<file path="src/rtl/ar32_pkg.sv">
// Shared widths and FSM encoding for the shared 32x32 multiplier scheduler.
package ar32_pkg;
  localparam int A_W = 32;
  localparam int K_W = 64;

  typedef enum logic [1:0] {
    IDLE = 2'd0,
    CALC = 2'd1,
    RESP = 2'd2
  } state_t;
endpackage

</file>
<file path="src/rtl/ar32_mul_sched_ar32.sv">
// AR_32: combinational unsigned 32x32 array multiplier (deep ripple, timed as a multicycle path).
module AR_32
  import ar32_pkg::*;
(
  input  logic [A_W-1:0] a,
  input  logic [A_W-1:0] b,
  output logic [K_W-1:0] k
);
  logic [K_W-1:0] acc_s;

  // Accumulate one shifted partial product per bit of b.
  always_comb begin
    acc_s = '0;
    for (int i = 0; i < A_W; i++) begin
      if (b[i]) begin
        acc_s = acc_s + (K_W'(a) << i);
      end else begin
        acc_s = acc_s;
      end
    end
  end

  assign k = acc_s;
endmodule

</file>
<file path="src/rtl/ar32_mul_sched_rr_pick.sv">
// rr_pick: first set request at or after ptr, searching upward modulo NREQ.
module rr_pick #(
  parameter  int NREQ = 4,
  localparam int IDW  = $clog2(NREQ)
) (
  input  logic [NREQ-1:0] req,
  input  logic [IDW-1:0]  ptr,
  output logic [NREQ-1:0] grant,
  output logic [IDW-1:0]  idx,
  output logic            any
);
  localparam int SW = IDW + 1;

  logic [2*NREQ-1:0] rot_s;
  logic [IDW-1:0]    off_s;
  logic [SW-1:0]     sum_s;
  logic [IDW-1:0]    idx_s;
  logic              any_s;

  // Rotate so ptr sits at bit 0, then take the lowest set bit as the offset.
  always_comb begin
    rot_s = {req, req} >> ptr;
    off_s = '0;
    any_s = 1'b0;
    for (int i = NREQ - 1; i >= 0; i--) begin
      if (rot_s[i]) begin
        any_s = 1'b1;
        off_s = IDW'(i);
      end else begin
        any_s = any_s;
      end
    end
    sum_s = {1'b0, ptr} + {1'b0, off_s};
    if (sum_s >= SW'(NREQ)) begin
      idx_s = IDW'(sum_s - SW'(NREQ));
    end else begin
      idx_s = sum_s[IDW-1:0];
    end
  end

  // One-hot grant derived from the chosen index.
  always_comb begin
    if (any_s) begin
      grant = NREQ'(1) << idx_s;
    end else begin
      grant = '0;
    end
  end

  assign idx = idx_s;
  assign any = any_s;
endmodule

</file>
<file path="src/rtl/ar32_mul_sched.sv">
// Round-robin scheduler sharing one AR_32 multiplier; operands held MUL_CYCLES cycles before sampling.
module ar32_mul_sched
  import ar32_pkg::*;
#(
  parameter  int NREQ       = 4,
  parameter  int MUL_CYCLES = 4,
  localparam int IDW        = $clog2(NREQ)
) (
  input  logic                clk,
  input  logic                rst_n,
  input  logic [NREQ-1:0]     req_valid,
  output logic [NREQ-1:0]     req_ready,
  input  logic [NREQ*32-1:0]  req_a,
  input  logic [NREQ*32-1:0]  req_b,
  output logic                resp_valid,
  input  logic                resp_ready,
  output logic [IDW-1:0]      resp_id,
  output logic [63:0]         resp_k,
  output logic                busy
);
  localparam int CW = (MUL_CYCLES > 1) ? $clog2(MUL_CYCLES) : 1;
  localparam int PW = IDW + 1;

  state_t          state_r, state_nxt_s;
  logic [IDW-1:0]  rr_ptr_r, id_r, resp_id_r, gidx_s, ptr_inc_s;
  logic [NREQ-1:0] grant_s, req_ready_s;
  logic            any_s;
  logic [A_W-1:0]  op_a_r, op_b_r, sel_a_s, sel_b_s;
  logic [K_W-1:0]  prod_s, resp_k_r;
  logic [CW-1:0]   cnt_r;
  logic [PW-1:0]   ptr_sum_s;
  logic            resp_valid_r, busy_r;

  rr_pick #(.NREQ(NREQ)) u_pick (
    .req   (req_valid),
    .ptr   (rr_ptr_r),
    .grant (grant_s),
    .idx   (gidx_s),
    .any   (any_s)
  );

  // Operands are only ever taken from op_a_r/op_b_r, which stay frozen through CALC.
  AR_32 u_mul (
    .a (op_a_r),
    .b (op_b_r),
    .k (prod_s)
  );

  // Select the granted requester's operand slices.
  always_comb begin
    sel_a_s = '0;
    sel_b_s = '0;
    for (int r = 0; r < NREQ; r++) begin
      if (gidx_s == IDW'(r)) begin
        sel_a_s = req_a[r*A_W +: A_W];
        sel_b_s = req_b[r*A_W +: A_W];
      end else begin
        sel_a_s = sel_a_s;
        sel_b_s = sel_b_s;
      end
    end
  end

  // Pointer moves just past the requester whose response was accepted.
  always_comb begin
    ptr_sum_s = {1'b0, resp_id_r} + PW'(1);
    if (ptr_sum_s == PW'(NREQ)) begin
      ptr_inc_s = '0;
    end else begin
      ptr_inc_s = ptr_sum_s[IDW-1:0];
    end
  end

  // Next-state and grant decode.
  always_comb begin
    state_nxt_s = state_r;
    req_ready_s = '0;
    case (state_r)
      IDLE: begin
        if (any_s) begin
          req_ready_s = grant_s;
          state_nxt_s = CALC;
        end else begin
          state_nxt_s = IDLE;
        end
      end
      CALC: begin
        if (cnt_r == CW'(0)) begin
          state_nxt_s = RESP;
        end else begin
          state_nxt_s = CALC;
        end
      end
      RESP: begin
        if (resp_ready) begin
          state_nxt_s = IDLE;
        end else begin
          state_nxt_s = RESP;
        end
      end
      default: state_nxt_s = IDLE;
    endcase
  end

  // FSM state register.
  always_ff @(posedge clk or negedge rst_n) begin
    if (!rst_n) begin
      state_r <= IDLE;
    end else begin
      state_r <= state_nxt_s;
    end
  end

  // Operand, counter, pointer and response registers.
  always_ff @(posedge clk or negedge rst_n) begin
    if (!rst_n) begin
      rr_ptr_r     <= '0;
      op_a_r       <= '0;
      op_b_r       <= '0;
      id_r         <= '0;
      cnt_r        <= '0;
      resp_valid_r <= 1'b0;
      resp_k_r     <= '0;
      resp_id_r    <= '0;
      busy_r       <= 1'b0;
    end else begin
      busy_r <= (state_nxt_s != IDLE);
      case (state_r)
        IDLE: begin
          if (any_s) begin
            op_a_r <= sel_a_s;
            op_b_r <= sel_b_s;
            id_r   <= gidx_s;
            cnt_r  <= CW'(MUL_CYCLES - 1);
          end
        end
        CALC: begin
          if (cnt_r != CW'(0)) begin
            cnt_r <= cnt_r - CW'(1);
          end else begin
            resp_k_r     <= prod_s;
            resp_id_r    <= id_r;
            resp_valid_r <= 1'b1;
          end
        end
        RESP: begin
          if (resp_ready) begin
            resp_valid_r <= 1'b0;
            rr_ptr_r     <= ptr_inc_s;
          end
        end
        default: ;
      endcase
    end
  end

  // Grant is combinational; masked while reset is asserted so it reads 0 in reset.
  assign req_ready  = req_ready_s & {NREQ{rst_n}};
  assign resp_valid = resp_valid_r;
  assign resp_k     = resp_k_r;
  assign resp_id    = resp_id_r;
  assign busy       = busy_r;
endmodule

</file>
<file path="config.mk">
export PLATFORM = sky130hd
export DESIGN_NAME = ar32_mul_sched
export DESIGN_NICKNAME = d
export VERILOG_FILES = /design/src/rtl/ar32_pkg.sv /design/src/rtl/ar32_mul_sched_ar32.sv /design/src/rtl/ar32_mul_sched_rr_pick.sv /design/src/rtl/ar32_mul_sched.sv
export SDC_FILE = /design/constraint.sdc
export NUM_CORES = 2
export LEC_CHECK = 0
export ABC_CLOCK_PERIOD_IN_PS = 56100
export CAP_MARGIN = 10
export CORE_ASPECT_RATIO = 1.4
export CORE_MARGIN = 2
export CORE_UTILIZATION = 40
export CTS_CLUSTER_SIZE = 20
export DETAILED_ROUTE_END_ITERATION = 8
export GPL_TIMING_DRIVEN = 0
export MAX_ROUTING_LAYER = met4
export SYNTH_ARGS = -nofsm -noshare
export SYNTH_HDL_FRONTEND = slang
export SYNTH_HIERARCHICAL = 1
export SYNTH_SLANG_ARGS = --single-unit
export TNS_END_PERCENT = 5
</file>
<file path="constraint.sdc">
create_clock -name clk -period 56.1 [get_ports clk]
set_input_delay 8.415 -clock clk [delete_from_list [all_inputs] [get_ports clk]]
set_output_delay 8.415 -clock clk [all_outputs]
set_load 0.02 [all_outputs]
</file>
## After elaboration in Yosys (flattened, before gate mapping)

Index checks and enable logic that the tools add are counted.

| word-level totals | value |
|---|---|
| memory bits (read-only) | 0 |
| RAM bits | 0 |
| bits in latches | 0 |
| flip-flop bits (word level) | 140 |
| memories kept | 0 |

| operators by class | value |
|---|---|
| shift operators | 2 |
| multiply operators | 0 |
| divide/modulo/power cells | 0 |
| muxes and demuxes | 62 |
| $add $sub $neg | 35 |
| bitwise gates (word level) | 2 |
| magnitude comparators | 1 |
| equal/unequal tests | 10 |
| reduce and logical (&&, ||, !) cells | 12 |

Operator list:

| kind | number |
|---|---|
| $mux 64 | 31 |
| $mux 32 | 9 |
| $add 64x33->64 | 1 |
| $add 64x34->64 | 1 |
| $add 64x35->64 | 1 |
| $add 64x36->64 | 1 |
| $add 64x37->64 | 1 |
| $add 64x38->64 | 1 |
| $add 64x39->64 | 1 |
| $add 64x40->64 | 1 |
| $add 64x41->64 | 1 |
| $add 64x42->64 | 1 |
| $add 64x43->64 | 1 |
| $add 64x44->64 | 1 |
| $add 64x45->64 | 1 |
| $add 64x46->64 | 1 |
| $add 64x47->64 | 1 |
| $add 64x48->64 | 1 |
| $add 64x49->64 | 1 |
| $add 64x50->64 | 1 |
| $add 64x51->64 | 1 |
| $add 64x52->64 | 1 |
| $add 64x53->64 | 1 |
| $add 64x54->64 | 1 |
| 31 further kinds | 62 |

## Depth between registers and ports, before layout

| logic depth | value |
|---|---|
| depth after elaboration | 63 |
| gate-level depth with buffers | 262 |
| depth with buffers taken out | 259 |

## Cells and area by module

Netlist, hierarchy kept.

By module, submodules not included:

| module | cells each | area an instance (um^2) | instances |
|---|---|---|---|
| AR_32 | 9649 | 65282.6 | 1 |
| ar32_mul_sched | 547 | 7350.8 | 1 |
| rr_pick | 38 | 270.3 | 1 |

## Worst setup path after synthesis

OpenSTA, ideal clock, no wires.

| path | value |
|---|---|
| path type | flip-flop to flip-flop |
| start point | reg op_b_r[0] |
| end point | reg resp_k_r[62], in the netlist resp_k[62] |
| path buffers | 4 |
| cell stages (with the launch flop) | 234 |
| setup slack | 13048 ps |
| arrival | 42927 ps |
| setup time | 125 ps |
| cells stage by stage | dfrtp_1 -> buf_4 -> clkbuf_1 -> clkbuf_1 -> and2_1 -> ha_1 -> fa_1 -> a21oi_1 -> o221a_2 -> o21a_2 -> xnor2_1 -> nor2_1 -> xnor2_1 -> ha_1 -> a21o_1 -> or3_1 -> nor2_1 -> a21oi_1 -> [198 not listed] -> a21o_1 -> a31o_2 -> xor2_1 -> nor2_1 -> a41oi_1 -> ha_1 -> a21oi_1 -> o21ai_0 -> xor2_1 -> mux2_2 -> ha_1 -> nand2_1 -> o21ai_0 -> a21oi_1 -> o21bai_1 -> xor2_1 -> mux2_2 -> mux2_4 |

| on the way | value |
|---|---|
| cells in the longest elaborated chain, start to end | 63 |

RTL lines:

| element | line | text |
|---|---|---|
| start: declaration | ar32_mul_sched.sv:28 | `logic [A_W-1:0] op_a_r, op_b_r, sel_a_s, sel_b_s;` |
| start signal: assignment | ar32_mul_sched.sv:132 | `op_b_r <= sel_b_s;` |
| $mux 32 * | ar32_mul_sched_ar32.sv:15 | `if (b[i]) begin` |
| $add 64x33->64 | ar32_mul_sched_ar32.sv:16 | `acc_s = acc_s + (K_W'(a) << i);` |
| $mux 64 * | ar32_mul_sched_ar32.sv:15 |  |
| $add 64x34->64 | ar32_mul_sched_ar32.sv:16 |  |
| $mux 64 * | ar32_mul_sched_ar32.sv:15 |  |
| $add 64x35->64 | ar32_mul_sched_ar32.sv:16 |  |
| $mux 64 * | ar32_mul_sched_ar32.sv:15 |  |
| $add 64x36->64 | ar32_mul_sched_ar32.sv:16 |  |
| [48 not listed] | - |  |
| $mux 64 * | ar32_mul_sched_ar32.sv:15 |  |
| $add 64x61->64 | ar32_mul_sched_ar32.sv:16 |  |
| $mux 64 * | ar32_mul_sched_ar32.sv:15 |  |
| $add 64x62->64 | ar32_mul_sched_ar32.sv:16 |  |
| $mux 64 * | ar32_mul_sched_ar32.sv:15 |  |
| $add 64x63->64 | ar32_mul_sched_ar32.sv:16 |  |
| $mux 64 * | ar32_mul_sched_ar32.sv:15 |  |
| named net prod_s[62] | ar32_mul_sched.sv:29 | `logic [K_W-1:0] prod_s, resp_k_r;` |
| end signal: assignment | ar32_mul_sched.sv:141 | `resp_k_r <= prod_s;` |
| end: declaration | ar32_mul_sched.sv:29 |  |

Mark *: on every way through the listed nets, which the timed path passes. The rest lies on a longest branch.
A chain may end at the register's enable or synchronous reset.

## Worst setup path in the final report

| path | value |
|---|---|
| start point | reg op_b_r[1] |
| end point | reg resp_k_r[61], in the netlist resp_k[61] |

| on the way | value |
|---|---|
| cells in the longest elaborated chain, start to end | 61 |

RTL lines:

| element | line |
|---|---|
| $mux 64 * | ar32_mul_sched_ar32.sv:15 |
| $add 64x34->64 | ar32_mul_sched_ar32.sv:16 |
| $mux 64 * | ar32_mul_sched_ar32.sv:15 |
| $add 64x35->64 | ar32_mul_sched_ar32.sv:16 |
| $mux 64 * | ar32_mul_sched_ar32.sv:15 |
| $add 64x36->64 | ar32_mul_sched_ar32.sv:16 |
| $mux 64 * | ar32_mul_sched_ar32.sv:15 |
| $add 64x37->64 | ar32_mul_sched_ar32.sv:16 |
| [46 not listed] | - |
| $mux 64 * | ar32_mul_sched_ar32.sv:15 |
| $add 64x61->64 | ar32_mul_sched_ar32.sv:16 |
| $mux 64 * | ar32_mul_sched_ar32.sv:15 |
| $add 64x62->64 | ar32_mul_sched_ar32.sv:16 |
| $mux 64 * | ar32_mul_sched_ar32.sv:15 |
| $add 64x63->64 | ar32_mul_sched_ar32.sv:16 |
| $mux 64 * | ar32_mul_sched_ar32.sv:15 |
| named net prod_s[61] | ar32_mul_sched.sv:29 |

Marks and branches as above.

==> metrics.yaml <==
rsz0062_at_grt: "no"
cts_tree: "yes"
avgSynthCellArea_sq_um: 7.12
setup_viol: 0
initialDrtViolationCount: 7483
chipHeight_um: 509
regArea_sq_um: 3590
tightest_slew_ns: 1.33
maxCapViolations: 0
grt_pass1_wl_mm: 505
slowest_delay_ns: 0.74
cts_root_buffer: "clkbuf_16"
grt_pass1_vias: 81900
critPathKind: "reg2reg"
final_cell_mix: "1100 x nand2_1, 1093 x ha_1, 933 x a21oi_1"
area_growth_pct: 11.1
ys_seq_area_frac: 0.0481
cts_made_buffers: 17
fp.coreArea_sq_um: 181000
cp_slowest_cell: "nor4_1"
htreeDepth: 4
drcViolationCount: 0
clockBufferDepth: 2
hold-path-cell-count: 2
place_congestion: 1.06
postPlaceCellArea_sq_um: 80200
fp-row-count: 185
arrival_ns: 53.98
layout_commonest_cell: "nand2_1"
firstDrtPassIters: 6
antenna_found_initial: 15
hold_viol_final: 0
fin_skew_ns: 0.0133
cts.sinks: 140
synth_ff_type: "dfrtp_1"
cp_common_cell: "ha_1"
crit_path_end_kind: "flip-flop"
synth_area_sq_um: 72900
num-nets-final: 12000
portBuffers: 333
fin_crit_sh: 0.955
hpwl_mm: 284
start_util: 0.402
wirelength_mm: 349
dp_slack_ns: 1.62
gr-total-overflow: 0
fin_area_sq_um: 81000
fill_cells: 19000
ys_seq_elements: 140
fmax_ghz: 0.0187
slew_viol_final: 0
holdCritPathClass: "reg2reg"
die_area_sq_um: 186000
synth_edf_count: 0
yosysUniqueCellTypes: 124
clkLatencyLatePin_ns: 0.52
ant_nets: 0
routedWlPerCell_um: 26.7
async_flop_share: 1.00
grt_use_total: 0.371
ioPinCount: 335
drive_gt1_frac: 0.0692
multi_input_area_sq_um: 66600
ys_warn_count: 6
min_period_ns: 53.57
routed_via_density: 6.43
vias: 84200
status: "completed"
cts_hold_buf: 0
die_w_um: 365
worstSetupStartpointType: "flip-flop"
setup_ws_ns: 2.53
synth_cells: 10200
clk_pin_slew_ns: 0.07
synth_nets: 11600
required_ns: 56.51
rr_worst_depth: 222
critPathMaxFanout: 10
grt_max_degree: 84
maxSlewHeadroom: 0.0919
## path summary, 6_finish.rpt
path	endpoint	from	slack (ns)
max reg2reg	resp_k[61]	op_b_r[1]	2.53
min reg2reg	op_b_r[22]	op_b_r[22]	0.50
max	resp_k[61]	op_b_r[1]	2.53
min in group asynchronous	resp_k[43]	rst_n	7.85
min	op_b_r[22]	op_b_r[22]	0.50
max in group asynchronous	op_a_r[21]	rst_n	47.32
## logic make-up after synthesis
| logic type | after synthesis | synth area share |
|---|---|---|
| compound gates | 3663 | 0.344 |
| simple gates | 3358 | 0.215 |
| fa+ha+maj | 1124 | 0.196 |
| buf+inv | 764 | 0.0415 |
| xor+xnor | 734 | 0.0882 |
| mux | 451 | 0.0673 |
| flops | 140 | 0.0481 |
## worst max-delay path: cells and delay by family (launching register included)
family | cells | cell delay (ns)
AOI/OAI and AO/OA | 93 | 23.29
adders and majority gates | 30 | 10.66
and+or+nand+nor | 52 | 8.67
xor gates and xnor gates | 24 | 3.59
buffers and inverters | 12 | 3.27
muxes | 11 | 3.27
DFF | 1 | 0.61
## timing repair
| item | in CTS | in global routing |
|---|---|---|
| setup endpoints to repair | 0 | 13 |
| resized for setup | 0 | 35 |
| buffers inserted | 0 | 3 |
## cell usage after synthesis (98+ instances only)
| library cell | instances | share of area |
|---|---|---|
| ha_1 | 1093 | 0.19 |
| a21oi_1 | 937 | 0.064 |
| nand2_1 | 1100 | 0.057 |
| nor2_1 | 930 | 0.048 |
| nand3_1 | 206 | 0.014 |
| o211ai_1 | 98 | 0.010 |
| dfrtp_1 | 140 | 0.048 |
| mux2_2 | 236 | 0.036 |
| a211oi_1 | 133 | 0.014 |
| clkbuf_1 | 237 | 0.012 |
| o21a_1 | 268 | 0.028 |
| xor2_1 | 244 | 0.029 |
| inv_1 | 420 | 0.022 |
| and2_1 | 99 | 0.0085 |
| nand2b_1 | 176 | 0.015 |
| xnor2_1 | 490 | 0.059 |
| nor3_1 | 236 | 0.016 |
| a21o_1 | 417 | 0.043 |
| a31oi_1 | 117 | 0.010 |
| nor2b_1 | 116 | 0.010 |
| o21ai_0 | 660 | 0.045 |
| mux2i_1 | 195 | 0.027 |
## area by class of cell
class | instances | area share
diodes | 14 | 0.000433
plain buffers | 333 | 0.0174
clock buffers | 20 | 0.00552
clock inverters | 12 | 0.00172
inverters | 431 | 0.0200
multi-input cells | 9330 | 0.822
flip-flops and latches | 140 | 0.0443
well taps | 2431 | 0.0376
repair buffers | 375 | 0.0510
## flip-flops by register name, summed over array words and instances (netlist names)
name,cells
busy,1
cnt_r,2
id_r,2
op_a_r,32
op_b_r,32
resp_id,2
resp_k,64
resp_valid,1
rr_ptr_r,2
state_r,2
## through the flow
step / TNS, ns / hold WS, ns / instances / util
floorplan: 0 / 0.440 / 10200 / -
global placement: -4.53 / 0.479 / 13000 / 0.437
detailed placement: 0 / 0.476 / 13000 / 0.442
CTS: 0 / 0.499 / 13100 / 0.445
global route: 0 / 0.527 / 13100 / 0.447
finish: 0 / 0.498 / 13100 / 0.447
## layer usage
layer  part of all wire  wire length (um)  vias to the layer above  GRT usage
li1                   -                 -                    39100          -
met1               0.37            130000                    39900      0.398
met2               0.46            161000                     3881      0.612
met3              0.073             25300                     1333     0.0549
met4              0.093             32300                        0      0.288
met5                  0                 0                        -          -
Power is not shown: default switching activity piles up to over one toggle a cycle in this logic, so the estimate is an artifact.
